--- config.mk ---
export PLATFORM = sky130hd
export DESIGN_NAME = hazard_ctrl
export DESIGN_NICKNAME = d
export VERILOG_FILES = /design/src/rtl/hazard_ctrl.sv
export SDC_FILE = /design/constraint.sdc
export NUM_CORES = 1
export LEC_CHECK = 0
export ABC_AREA = 0
export CAP_MARGIN = 20
export CORE_MARGIN = 2
export CORE_UTILIZATION = 44
export DETAILED_ROUTE_END_ITERATION = 10
export GPL_TIMING_DRIVEN = 0
export PLACE_DENSITY = 0.75
export SLEW_MARGIN = 20
export SYNTH_ARGS = -nofsm -noshare
export SYNTH_HDL_FRONTEND = slang
export SYNTH_SLANG_ARGS = --single-unit
--- constraint.sdc ---
create_clock -name clk -period 1.6 [get_ports clk]
set_input_delay 0.32 -clock clk [delete_from_list [all_inputs] [get_ports clk]]
set_output_delay 0.32 -clock clk [all_outputs]
set_load 0.01 [all_outputs]
--- src/rtl/hazard_ctrl.sv ---
// Purpose : pipeline sequencer for the 5-stage RV32 core; drives per-stage stall/flush/bubble controls.
// Latency : controls are combinational from current state and inputs; state/counters update on the next clk edge.
// Backpr. : a data-memory wait freezes PC..EX/MEM and bubbles MEM/WB, holding off redirect and load-use actions.
// Optional: define HAZARD_PERF_CNT_EN to add the perf_stall_cycles / perf_flushes / perf_load_use counters.
module hazard_ctrl #(
    parameter int REDIRECT_BUBBLES = 2,
    parameter int MEM_TIMEOUT      = 255
) (
    input  logic        clk,
    input  logic        rst,
    input  logic [4:0]  id_rs1,
    input  logic [4:0]  id_rs2,
    input  logic        id_rs1_used,
    input  logic        id_rs2_used,
    input  logic [4:0]  ex_rd,
    input  logic        ex_reg_write,
    input  logic        ex_mem_read,
    input  logic        mem_req,
    input  logic        mem_ready,
    input  logic        ex_redirect,
    output logic        stall_pc,
    output logic        stall_if_id,
    output logic        stall_id_ex,
    output logic        stall_ex_mem,
    output logic        flush_if_id,
    output logic        flush_id_ex,
    output logic        bubble_mem_wb,
    output logic [1:0]  state,
    output logic        mem_timeout
`ifdef HAZARD_PERF_CNT_EN
    ,
    output logic [31:0] perf_stall_cycles,
    output logic [31:0] perf_flushes,
    output logic [31:0] perf_load_use
`endif
);

    typedef enum logic [1:0] {
        ST_RUN      = 2'd0,
        ST_MEM_WAIT = 2'd1,
        ST_REDIRECT = 2'd2
    } state_t;

    // Counter reload after a redirect: the redirect cycle itself is the first flush.
    localparam logic [3:0]  REDIR_LOAD = 4'(REDIRECT_BUBBLES - 1);
    localparam logic [15:0] TO_VAL     = 16'(MEM_TIMEOUT);
    localparam logic [15:0] WAIT_MAX   = 16'hFFFF;

    state_t      state_q;
    logic [3:0]  redir_cnt;
    logic [15:0] wait_cnt;
    logic        timeout_q;

    logic load_use;
    logic mem_stall;
    logic in_redirect;
    logic act_redirect;
    logic act_load_use;
    logic hold_flush;

    // Hazard classification and priority resolution (mem_stall > redirect > load_use).
    always_comb begin
        load_use     = ex_mem_read & ex_reg_write & (ex_rd != 5'd0) &
                       ((id_rs1_used & (id_rs1 == ex_rd)) | (id_rs2_used & (id_rs2 == ex_rd)));
        mem_stall    = mem_req & ~mem_ready;
        // Encoding 3 is unreachable; anything other than REDIRECT behaves as RUN.
        in_redirect  = (state_q == ST_REDIRECT);
        act_redirect = ~mem_stall & ex_redirect;
        // ID holds a bubble during refill, so a load-use match there is meaningless.
        act_load_use = ~mem_stall & ~ex_redirect & ~in_redirect & load_use;
        hold_flush   = ~mem_stall & ~ex_redirect & in_redirect;
    end

    // Per-stage control outputs derived from the resolved action.
    always_comb begin
        stall_pc      = mem_stall | act_load_use;
        stall_if_id   = mem_stall | act_load_use;
        stall_id_ex   = mem_stall;
        stall_ex_mem  = mem_stall;
        bubble_mem_wb = mem_stall;
        flush_if_id   = act_redirect | hold_flush;
        flush_id_ex   = act_redirect | act_load_use;
        state         = state_q;
        mem_timeout   = timeout_q;
    end

    // Sequencer state, refill counter, memory-wait counter and sticky timeout.
    always_ff @(posedge clk or posedge rst) begin
        if (rst) begin
            state_q   <= ST_RUN;
            redir_cnt <= 4'd0;
            wait_cnt  <= 16'd0;
            timeout_q <= 1'b0;
        end else if (mem_stall) begin
            // Frozen pipeline: refill counter holds, wait counter keeps running.
            if (wait_cnt != WAIT_MAX) begin
                wait_cnt <= wait_cnt + 16'd1;
            end
            if (wait_cnt == TO_VAL) begin
                timeout_q <= 1'b1;
            end
            if (!in_redirect) begin
                state_q <= ST_MEM_WAIT;
            end
        end else begin
            wait_cnt <= 16'd0;
            if (ex_redirect) begin
                if (REDIRECT_BUBBLES > 1) begin
                    state_q   <= ST_REDIRECT;
                    redir_cnt <= REDIR_LOAD;
                end else begin
                    state_q   <= ST_RUN;
                    redir_cnt <= 4'd0;
                end
            end else if (in_redirect) begin
                if (redir_cnt <= 4'd1) begin
                    state_q   <= ST_RUN;
                    redir_cnt <= 4'd0;
                end else begin
                    redir_cnt <= redir_cnt - 4'd1;
                end
            end else begin
                state_q <= ST_RUN;
            end
        end
    end

`ifdef HAZARD_PERF_CNT_EN
    // Free-running event counters; they wrap naturally at 2^32.
    always_ff @(posedge clk or posedge rst) begin
        if (rst) begin
            perf_stall_cycles <= 32'd0;
            perf_flushes      <= 32'd0;
            perf_load_use     <= 32'd0;
        end else begin
            if (stall_pc) begin
                perf_stall_cycles <= perf_stall_cycles + 32'd1;
            end
            if (act_redirect) begin
                perf_flushes <= perf_flushes + 32'd1;
            end
            if (act_load_use) begin
                perf_load_use <= perf_load_use + 32'd1;
            end
        end
    end
`endif

endmodule

# After elaboration in Yosys (flattened, before gate mapping)
# Cells that the tools add are included.
[word_totals] ram_bits=0 mem_bits_ro=0 regBits=23 in_bits=24 wordCells=49 mem_count=0 latchBits=0 out_inout_bits=10
[classes] order_cmp=1 add_sub_neg=2 multipliers=0 n_eq_ne=8 n_mux=10 n_reduce_logical=5 bitwise=19 n_shift=0 n_div=0
[op_table] operator="two-way mux 16 bit" n=2
[op_table] operator="adder 16 x 1 -> 16 bit, second input constant" n=1
[op_table] operator="== test 16 x 8 -> 1 bit, second input constant" n=1
[op_table] operator="inequality test 16 bit, second input constant" n=1
[op_table] operator="two-way mux 4 bit" n=3
[op_table] operator="AND 1 bit" n=11
[op_table] operator="== test 5 bit" n=2
[op_table] operator="two-way mux 2 bit" n=5
[op_table] operator="AND reduction 2 bit" n=3
[op_table] operator="nonzero test 5 bit" n=1
[op_table] operator="less-or-equal comparator 4 x 1 -> 1 bit, second input constant" n=1
[op_table] operator="NOT 1 bit" n=4
[op_table] operator="bitwise OR 1 bit" n=4
[op_table] operator="subtractor 4 x 1 -> 4 bit, second input constant" n=1
[op_table] operator="inequality test 3 x 2 -> 1 bit, second input constant" n=1
[op_table] operator="== test 2 bit, second input constant" n=1
[op_table] operator="inequality test 2 x 1 -> 1 bit, second input constant" n=1
[op_table] operator="inequality test 2 bit, second input constant" n=1
[op_table] operator="nonzero test 2 bit" n=1

# Logic depth before layout (Yosys ltp)
# Gate-level depths: netlist (run 1).
[depth] depth_word=7 depth_mapped=7 depth_no_buf=5

# Least setup slack after synthesis (run 1)
# No wires, ideal clock.
[synth_path] path_type="input to output" start="in mem_ready" end="out stall_pc" path_slack_ns=-0.281 path_buffers=2 t_arrival_ns=1.561 t_required_ns=1.280 cell_stages=7 cell_sequence="nand2b_1 > clkbuf_1 > inv_1 > nor2_1 > o211ai_1 > o21ai_0 > buf_4"
[synth_via] elab_chain_len=7
[synth_lines] element="start, declared" line_no="19" text="input logic mem_ready,"
[synth_lines] element="NOT 1 bit (*)" line_no="65" text="mem_stall = mem_req & ~mem_ready;"
[synth_lines] element="AND 1 bit (*)" line_no="65"
[synth_lines] element="NOT 1 bit (no line)"
[synth_lines] element="AND 1 bit (3 in a row)" line_no="70" text="act_load_use = ~mem_stall & ~ex_redirect & ~in_redirect & load_use;"
[synth_lines] element="bitwise OR 1 bit (*)"
[synth_lines] element="end, declared" line_no="21" text="output logic stall_pc,"
# Every way passes the cells marked *; elsewhere a longest branch is shown, timed or not.

# Worst setup path after layout (run 1)
[layout_path] start="in ex_rd[3]" end="out stall_pc"
[layout_via] elab_chain_len=6
[layout_lines] element="start, declared" line_no="15" text="input logic [4:0] ex_rd,"
[layout_lines] element="== test 5 bit" line_no="64" text="((id_rs1_used & (id_rs1 == ex_rd)) | (id_rs2_used & (id_rs2 == ex_rd)));"
[layout_lines] element="AND 1 bit" line_no="64"
[layout_lines] element="bitwise OR 1 bit" line_no="64"
[layout_lines] element="AND 1 bit (*)" line_no="63" text="load_use = ex_mem_read & ex_reg_write & (ex_rd != 5'd0) &"
[layout_lines] element="AND 1 bit (*)" line_no="70"
[layout_lines] element="bitwise OR 1 bit (*)" line_no="76" text="stall_pc = mem_stall | act_load_use;"
# Marks and branches as above.

==> results.py, run 1 <==
metrics = {
    "layout": {
        "layout_commonest_cell": "buf_4",
        "syn_to_final_growth_pct": 58.3,
        "fillers": 231,
        "multiInputGateArea_um2": 931,
        "stdcell_count": 270,
        "n_antenna_cell": 0,
        "final_cell_area_mm2": 0.00222,
        "regArea_um2": 581,
        "final_layout_size_suffix_gt1_share_pct": 42.0,
        "fin_util_pct": 72.7,
        "fin_nets": 254,
        "final_cell_mix": "37 x buf_4, 19 x dfrtp_1, 11 x buf_2, 11 x nor2_1, 11 x o21ai_0",
    },
    "global_routing": {
        "grt_pass1_wl_um": 6370,
        "grt_usage_pct": 23.0,
        "grt_max_degree": 24,
        "antenna_found_initial": 0,
        "first_global_vias": 1518,
        "gr-total-overflow": 0,
    },
    "clocking": {
        "hold_buffers": 0,
        "cts_tree": "yes",
        "clock_tree.root_cell": "clkbuf_4",
        "cts.clk_slew.worst_paths_ns": 0.12,
        "cts_max_level": 1,
        "clock_latency_ns": 0.32,
        "cts_max_path_buffers": 2,
        "cts.sinks": 23,
        "numCtsBuffers": 3,
    },
    "detailed_routing": {
        "drt_iter0_drc": 158,
        "wl_per_cell_um": 15.9,
        "drc_errors": 0,
        "first_pass_iters": 5,
        "via_per_inst": 5.74,
        "ant_nets": 0,
        "num_vias": 1549,
        "drt_wl_total_um": 4300,
    },
    "die": {
        "core_area_mm2": 0.00305,
        "die_w_um": 60.4,
        "dieArea_mm2": 0.00365,
        "ios": 34,
        "fp-row-count": 20,
        "fp.dieH_um": 60.4,
        "initial_utilization_pct": 45.9,
    },
    "worst_setup_path": {
        "end_kind": "output port",
        "path_cells": "buf_8, or4_4, o211ai_1, o21ai_2, buf_4, buf_6",
        "crit_family": "simple AND/OR/NAND/NOR gates",
        "crit_buf_inv": 3,
        "crit_required_ns": 1.28,
        "max_stage_delay_ns": 0.52,
        "worstSetupPathType": "primary input to output port",
        "path_max_fanout": 3,
        "crit_arrival_ns": 1.52,
        "cp_slowest_cell": "or4_4",
        "worst_setup_path_start_kind": "primary input",
    },
    "power_and_ir_drop": {
        "ir_drop_mv": 0.476,
        "p_comb_share_pct": 27.0,
        "seqPwrFrac_pct": 50.4,
        "cellLeakagePower_nw": 1.01,
        "intPower_w": 0.000872,
        "p_sw_w": 0.000357,
        "cellPowerDensity_mw_per_mm2": 554,
        "switching_share_pct": 29.1,
        "p_clk_share_pct": 22.6,
    },
    "place": {
        "pre_cts_ws_ns": -1.12,
        "dp_cells": 234,
        "dpl_cell_area_mm2": 0.00181,
        "gp_congestion": 0.787,
        "dpl.hpwl_um": 2650,
        "portBuffers": 33,
    },
    "timing": {
        "whs_ns": 0.425,
        "max_slew_margin_pct": 41.6,
        "worst_pin_slew_ns": 0.876,
        "finalCriticalPeriod_ns": 1.84,
        "setup_violations": 7,
        "max_freq_mhz": 542,
        "final_max_slew_viol_count": 0,
        "rsz0062_at_grt": "yes",
        "finClkSkew_ns": 0.0136,
        "period_share_pct": 115,
        "finalHoldViolCount": 0,
        "setup_slack_ns": -0.245,
    },
    "synth": {
        "async_reset_ff_share_pct": 100,
        "synth_cell_type_count": 39,
        "syn_area_mm2": 0.00140,
        "synth_flop_cell": "dfrtp_1",
        "ys_top_cells_by_area": "dfrtp_1 41%, xor2_1 5.6%, o21ai_0 5.4%",
        "ys_warn_count": 0,
        "synth_top_cell_area_share_pct": 41.1,
        "synth_area_leader_cell": "dfrtp_1",
        "yosysSeqAreaShare_pct": 41.1,
        "synth_edf_count": 0,
        "synthCells": 157,
        "ys_ff_latch": 23,
        "avgSynthCellArea_um2": 8.93,
        "syn_nets": 184,
    },
    "status": {
        "violations": "setup timing",
        "status": "complete, but fails checks",
    },
    "worst_hold_path": {
        "hp-class": "primary input to flop",
    },
    "flow_run": {
        "cap_violations": 0,
    },
}
==> power by group through the flow <==
| stage | clock, W | sequential [W] | combinational [W] |
|---|---|---|---|
| final | 0.000278 | 0.000619 | 0.000332 |
| after floorplan | 0 | 0.000627 | 0.000126 |
| after CTS | 0.000275 | 0.000617 | 0.000303 |
| after global placement | 0 | 0.000625 | 0.000250 |
| after detailed placement | 0 | 0.000627 | 0.000263 |
| after global routing | 0.000309 | 0.000622 | 0.000362 |
==> Yosys cell counts, types with 4 or more instances <==
cell,number
dfrtp_1,23
o21ai_0,15
nor2_1,13
a21oi_1,9
nand2_1,9
xor2_1,9
inv_1,6
nor4_1,6
a31oi_1,5
clkbuf_1,5
nand3_1,5
nand4_1,5
nor3_1,5
or4_1,4
==> state kept, by name, summed over array words and instances (netlist names) <==
name,flops
wait_cnt,16
state,2
mem_timeout,1
redir_cnt,4
==> what timing repair did <==
| action | in CTS | in global routing |
|---|---|---|
| endpoints found under the setup margin | 18 | 23 |
| setup buffers | 24 | 9 |
| gates resized for setup | 102 | 25 |
| pin swaps | 16 | 9 |
| hold endpoints to repair | 0 | 0 |
==> through the flow <==
step | TNS [ns] | power (W)
floorplan | -0.0923 | 0.000753
global placement | -10.05 | 0.000876
detailed placement | -11.38 | 0.000890
CTS | -0.790 | 0.00120
global route | -1.49 | 0.00129
finish | -0.762 | 0.00123
==> cell type report <==
type                       count  share of cell area (%)
tap                           44                    2.48
inverter                       6                    1.13
timing repair buffer          66                    23.5
clock buffer                   4                    1.18
multi-input combinational    118                    42.0
sequential                    23                    26.2
buffer                         9                    3.55
==> layer usage <==
layer	GRT usage, %	routed length, µm
met5	0	0
met4	8.07	38
met3	6.18	326
met2	41.9	2310
met1	25.8	1630
==> worst register-to-register path, delay by kind of cell, from the launching register on <==
family	cells	cell delay (ns)
AOI/OAI and AO/OA	1	0.18
DFF	1	0.51
and+or+nand+nor	2	0.97
==> path summary, 6_finish.rpt <==
check | slack (ns) | startpoint | to | cells after the start
setup / recovery | -0.24 | ex_rd[3] | stall_pc | 6
hold / removal | 0.42 | ex_redirect | state[1]$_DFFE_PP0P_ | 3
setup reg to reg | -0.12 | wait_cnt[10]$_DFFE_PP0P_ | wait_cnt[13]$_DFFE_PP0P_ | 3
hold reg to reg | 0.49 | mem_timeout$_DFFE_PP0P_ | mem_timeout$_DFFE_PP0P_ | 1
max in group asynchronous | 0.53 | rst | wait_cnt[0]$_DFFE_PP0P_ | 2
min in group asynchronous | 0.47 | rst | wait_cnt[2]$_DFFE_PP0P_ | 2
==> cells by family after synthesis <==
group,Yosys count,share of synthesized area [%]
buffers and inverters,16,5.27
AOI/OAI and AO/OA,42,18.7
xor gates and xnor gates,12,7.50
and+or+nand+nor,60,24.1
DFF,23,41.1
muxes,1,0.714
adders and majority gates,3,2.68
Note: power is estimated with default switching activity, not from simulation.
==> run 2: changes to the inputs <==
- CORE_MARGIN: 2 -> 4
==> results.py, run 2 (synthesized netlist as in run 1, its figures left out) <==
metrics = {
    "status": {
        "status": "complete, but fails checks",
        "violations": "setup timing",
    },
    "global_routing": {
        "busiest_layer": "met2",
        "first_global_vias": 1709,
        "grt_use_met1_pct": 22.1,
        "grt_pass1_wl_um": 7260,
        "grt_usage_pct": 21.6,
        "grt_max_degree": 24,
        "antenna_found_initial": 0,
        "gr-usage-met3_pct": 5.20,
        "grt_use_met2_pct": 43.2,
        "gr-total-overflow": 0,
    },
    "worst_hold_path": {
        "hp-class": "primary input to async pin",
    },
    "clocking": {
        "cts.sinks": 23,
        "hold_buffers": 0,
        "clock_tree.root_cell": "clkbuf_4",
        "cts_tree": "yes",
        "cts.clk_slew.worst_paths_ns": 0.13,
        "cts_max_level": 1,
        "cts_max_path_buffers": 2,
        "clock_latency_ns": 0.31,
        "numCtsBuffers": 3,
    },
    "die": {
        "dieArea_mm2": 0.00415,
        "fp-row-count": 20,
        "ios": 34,
        "die_w_um": 64.4,
        "core_area_mm2": 0.00305,
        "fp.dieH_um": 64.4,
        "initial_utilization_pct": 45.9,
    },
    "layout": {
        "n_antenna_cell": 0,
        "largest_register_ffs": 16,
        "final_cell_mix": "43 x buf_4, 21 x dfrtp_1, 11 x nor2_1, 11 x o21ai_0, 10 x dlygate4sd2_1",
        "syn_to_final_growth_pct": 73.1,
        "largest-register": "wait_cnt",
        "fillers": 191,
        "final_layout_size_suffix_gt1_share_pct": 47.9,
        "fin_nets": 264,
        "layout_commonest_cell": "buf_4",
    },
    "timing": {
        "period_share_pct": 121,
        "rsz0062_at_grt": "yes",
        "max_freq_mhz": 516,
        "worst_pin_slew_ns": 0.878,
        "max_slew_margin_pct": 41.4,
        "finalHoldViolCount": 0,
        "finClkSkew_ns": 0.00699,
        "setup_slack_ns": -0.336,
        "setup_violations": 12,
        "final_max_slew_viol_count": 0,
        "whs_ns": 0.475,
        "finalCriticalPeriod_ns": 1.94,
    },
    "worst_setup_path": {
        "path_cells": "buf_8, or4_4, o211ai_1, o21ai_2, buf_4, buf_6",
        "path_max_fanout": 3,
        "max_stage_delay_ns": 0.53,
        "worstSetupPathType": "primary input to output port",
        "end_kind": "output port",
        "timing.rr.start": "wait_cnt[0]$_DFFE_PP0P_",
        "reg2reg_to": "wait_cnt[7]$_DFFE_PP0P_",
        "crit_required_ns": 1.28,
        "cp_slowest_cell": "or4_4",
        "worst_setup_path_start_kind": "primary input",
        "reg2reg_depth": 8,
        "r2r_slack_ns": -0.18,
        "crit_arrival_ns": 1.62,
    },
    "detailed_routing": {
        "first_pass_iters": 4,
        "num_vias": 1566,
        "drt_iter0_drc": 95,
        "wl_per_cell_um": 16.3,
        "drc_errors": 0,
        "ant_nets": 0,
        "via_per_inst": 5.59,
        "drt_wl_total_um": 4570,
    },
    "place": {
        "dpl.hpwl_um": 2670,
        "gp_congestion": 0.871,
        "portBuffers": 33,
    },
    "power_and_ir_drop": {
        "power_w": 0.00125,
        "cellPowerDensity_mw_per_mm2": 515,
        "ir_drop_mv": 0.343,
        "cellLeakagePower_nw": 1.08,
    },
    "flow_run": {
        "cap_violations": 0,
    },
}
==> run 2: stage by stage <==
| stage | instance area (µm²) | setup TNS, ns | worst slack, ns | utilization, % | instances |
|---|---|---|---|---|---|
| after global routing | 2430 | -2.71 | -0.381 | 79.5 | 280 |
| final | 2430 | -1.81 | -0.336 | 79.5 | 280 |
| after floorplan | 1430 | -0.0923 | -0.0463 | - | 157 |
| after global placement | 1810 | -10.04 | -1.11 | 59.4 | 234 |
| after CTS | 2190 | -0.710 | -0.259 | 71.9 | 271 |
| after detailed placement | 1810 | -11.07 | -1.16 | 59.4 | 234 |
==> run 2: timing repair <==
item	in CTS	in global routing
pin swaps	17	21
resized for setup	109	34
setup buffers	33	9
endpoints found under the setup margin	18	24
==> run 2: cell type report <==
| type | count | area (µm²) | area share, % |
|---|---|---|---|
| buffer | 10 | 111 | 4.59 |
| clock buffer | 3 | 22.5 | 0.928 |
| clock inverter | 1 | 5.00 | 0.206 |
| inverter | 6 | 27.5 | 1.13 |
| multi-input combinational | 118 | 1020 | 42.1 |
| sequential | 23 | 578 | 23.8 |
| tap | 44 | 55.1 | 2.27 |
| timing repair buffer | 75 | 606 | 25.0 |
==> run 2: worst max-delay path by stage <==
stage | startpoint | to | slack [ns] | depth (start not counted)
6_report | ex_rd[4] | stall_pc | -0.34 | 6
5_1_grt | state[0]$_DFFE_PP0P_ | stall_pc | -0.38 | 6
4_1_cts | ex_rd[4] | stall_pc | -0.26 | 6
3_5_place_dp | mem_ready | stall_pc | -1.16 | 9
3_3_place_gp | mem_ready | stall_pc | -1.11 | 9
2_1_floorplan | ex_rd[1] | stall_pc | -0.05 | 4
==> run 2: critical path: cells and delay by family <==
kind	cells	cell delay [ns]
buf+inv	3	0.36
simple gates	1	0.53
compound gates	2	0.42
==> run 2: where the power goes <==
group          internal (W)  total, W  switching (W)
sequential         0.000599  0.000619      0.0000195
combinational      0.000191  0.000357       0.000167
clock             0.0000934  0.000275       0.000181
total              0.000883   0.00125       0.000367
==> run 2: layer usage <==
metal	part of all wire (%)	vias up
met2	55	63
met3	7.4	6
met5	0	-
met1	36	761
li1	-	736
met4	0.92	0
==> run 3: changes to the inputs <==
- SETUP_SLACK_MARGIN: default -> 0.5
==> results.py, run 3 (synthesized netlist as in run 1, its figures left out) <==
metrics = {
    "status": {
        "status": "complete, but fails checks",
        "violations": "setup timing",
    },
    "global_routing": {
        "grt_max_degree": 24,
        "first_global_vias": 1862,
        "antenna_found_initial": 0,
        "busiest_layer": "met2",
        "grt_pass1_wl_um": 8740,
        "grt_use_met2_pct": 49.0,
        "grt_usage_pct": 27.2,
        "gr-usage-met3_pct": 5.03,
        "grt_use_met1_pct": 29.7,
        "gr-total-overflow": 0,
    },
    "detailed_routing": {
        "drt_wl_total_um": 6400,
        "first_pass_iters": 4,
        "ant_nets": 0,
        "drc_errors": 0,
        "drt_iter0_drc": 118,
        "num_vias": 1800,
        "via_per_inst": 6.08,
        "wl_per_cell_um": 21.6,
    },
    "timing": {
        "worst_pin_slew_ns": 0.532,
        "max_slew_margin_pct": 64.4,
        "finalSetupTns_ns": -3.09,
        "period_share_pct": 124,
        "rsz0062_at_grt": "yes",
        "finClkSkew_ns": 0.0133,
        "final_max_slew_viol_count": 0,
        "max_freq_mhz": 503,
        "setup_slack_ns": -0.386,
        "finalCriticalPeriod_ns": 1.99,
        "setup_violations": 17,
        "finalHoldViolCount": 0,
    },
    "clocking": {
        "cts_max_path_buffers": 2,
        "clock_tree.root_cell": "clkbuf_4",
        "cts.sinks": 23,
        "cts_tree": "yes",
        "numCtsBuffers": 3,
        "cts_max_level": 1,
        "clock_latency_ns": 0.33,
        "cts.clk_slew.worst_paths_ns": 0.15,
    },
    "layout": {
        "n_antenna_cell": 0,
        "fin_nets": 280,
        "final_layout_size_suffix_gt1_share_pct": 58.7,
        "final_cell_mix": "42 x buf_4, 31 x buf_6, 16 x dfrtp_1",
        "layout_commonest_cell": "buf_4",
        "fillers": 150,
        "largest_register_ffs": 16,
        "largest-register": "wait_cnt",
        "stdcell_count": 296,
        "syn_to_final_growth_pct": 94.7,
        "final_cell_area_mm2": 0.00273,
    },
    "die": {
        "ios": 34,
        "initial_utilization_pct": 45.9,
        "core_area_mm2": 0.00305,
        "fp-row-count": 20,
        "die_w_um": 64.4,
        "dieArea_mm2": 0.00415,
        "fp.dieH_um": 64.4,
    },
    "power_and_ir_drop": {
        "cellPowerDensity_mw_per_mm2": 521,
        "cellLeakagePower_nw": 1.21,
        "power_w": 0.00142,
        "ir_drop_mv": 0.378,
    },
    "worst_setup_path": {
        "crit_arrival_ns": 1.67,
        "end_kind": "output port",
        "path_max_fanout": 2,
        "crit_required_ns": 1.28,
        "worstSetupPathType": "flop to output port",
        "r2r_slack_ns": -0.26,
        "worst_setup_path_start_kind": "flop",
    },
    "place": {
        "dpl_cell_area_mm2": 0.00189,
        "dp_cells": 234,
        "dpl.hpwl_um": 2730,
        "gp_congestion": 0.840,
        "portBuffers": 33,
    },
    "worst_hold_path": {
        "hp-class": "primary input to async pin",
    },
    "flow_run": {
        "cap_violations": 0,
    },
}
run 3: changes by cell type in the layout (fill, tap and decap cells not counted), moves of 3 or more:
cell and delta:
dlygate4sd2_1 -5, o21ai_0 -6, buf_6 +23, clkdlybuf4s15_1 +3, nor2_1 -5, dfrtp_1 -5, o21ai_1 +4, inv_1 -3
dfrtp_2 +5, nor2_4 +3
run 3: per-stage QoR:
stage               hold slack [ns]  utilization [%]  setup WS, ns
floorplan                     0.322                -       -0.0425
global placement              0.461             61.8        -0.995
detailed placement            0.471             61.8         -1.03
CTS                           0.380             79.9        -0.244
global route                  0.392             89.4        -0.517
finish                        0.350             89.4        -0.386
run 3: worst max-delay path: stages, from the launching register on:
cell	delay [ns]
dfrtp_1	0.42
nand2b_4	0.15
and3_4	0.16
o211ai_1	0.13
o21ai_0	0.27
buf_2	0.20
run 3: cell type report:
| cell class | count | area (µm²) | area share, % |
|---|---|---|---|
| plain buffers | 10 | 110 | 4.03 |
| multi-input cells | 118 | 1100 | 40.5 |
| well taps | 44 | 55.1 | 2.02 |
| clock inverters | 1 | 5.00 | 0.183 |
| inverters | 6 | 33.8 | 1.24 |
| flip-flops and latches | 23 | 584 | 21.4 |
| clock buffers | 3 | 22.5 | 0.825 |
| repair buffers | 91 | 813 | 29.8 |
run 3: where the power goes:
| group | switching, W | total [W] | leakage [nW] | internal, W |
|---|---|---|---|---|
| logic | 0.000228 | 0.000504 | 0.890 | 0.000276 |
| registers | 0.0000248 | 0.000626 | 0.304 | 0.000601 |
| clock network | 0.000198 | 0.000292 | 0.0177 | 0.0000940 |
| total | 0.000450 | 0.00142 | 1.21 | 0.000971 |
run 3: final timing paths:
kind	depth (start not counted)	endpoint	start
max in group asynchronous	2	wait_cnt[3]$_DFFE_PP0P_	rst
hold / removal	2	wait_cnt[15]$_DFFE_PP0P_	rst
min in group clk	5	state[1]$_DFFE_PP0P_	mem_req
setup reg to reg	8	wait_cnt[0]$_DFFE_PP0P_	wait_cnt[0]$_DFFE_PP0P_
hold reg to reg	1	redir_cnt[2]$_DFFE_PP0P_	redir_cnt[2]$_DFFE_PP0P_
setup / recovery	5	flush_id_ex	state[0]$_DFFE_PP0P_
run 3: repair_timing:
item,4_1_cts,5_1_grt
gates resized for setup,152,41
cloned,0,0
hold buffers,0,0
setup endpoints to repair,33,33
pin swaps,24,24
setup buffers,39,19
run 3: per-layer routing:
layer / part of all wire, % / up-vias
met2: 52 / 105
met5: 0 / -
met1: 35 / 875
met4: 6.9 / 0
met3: 6.8 / 48
li1: - / 772
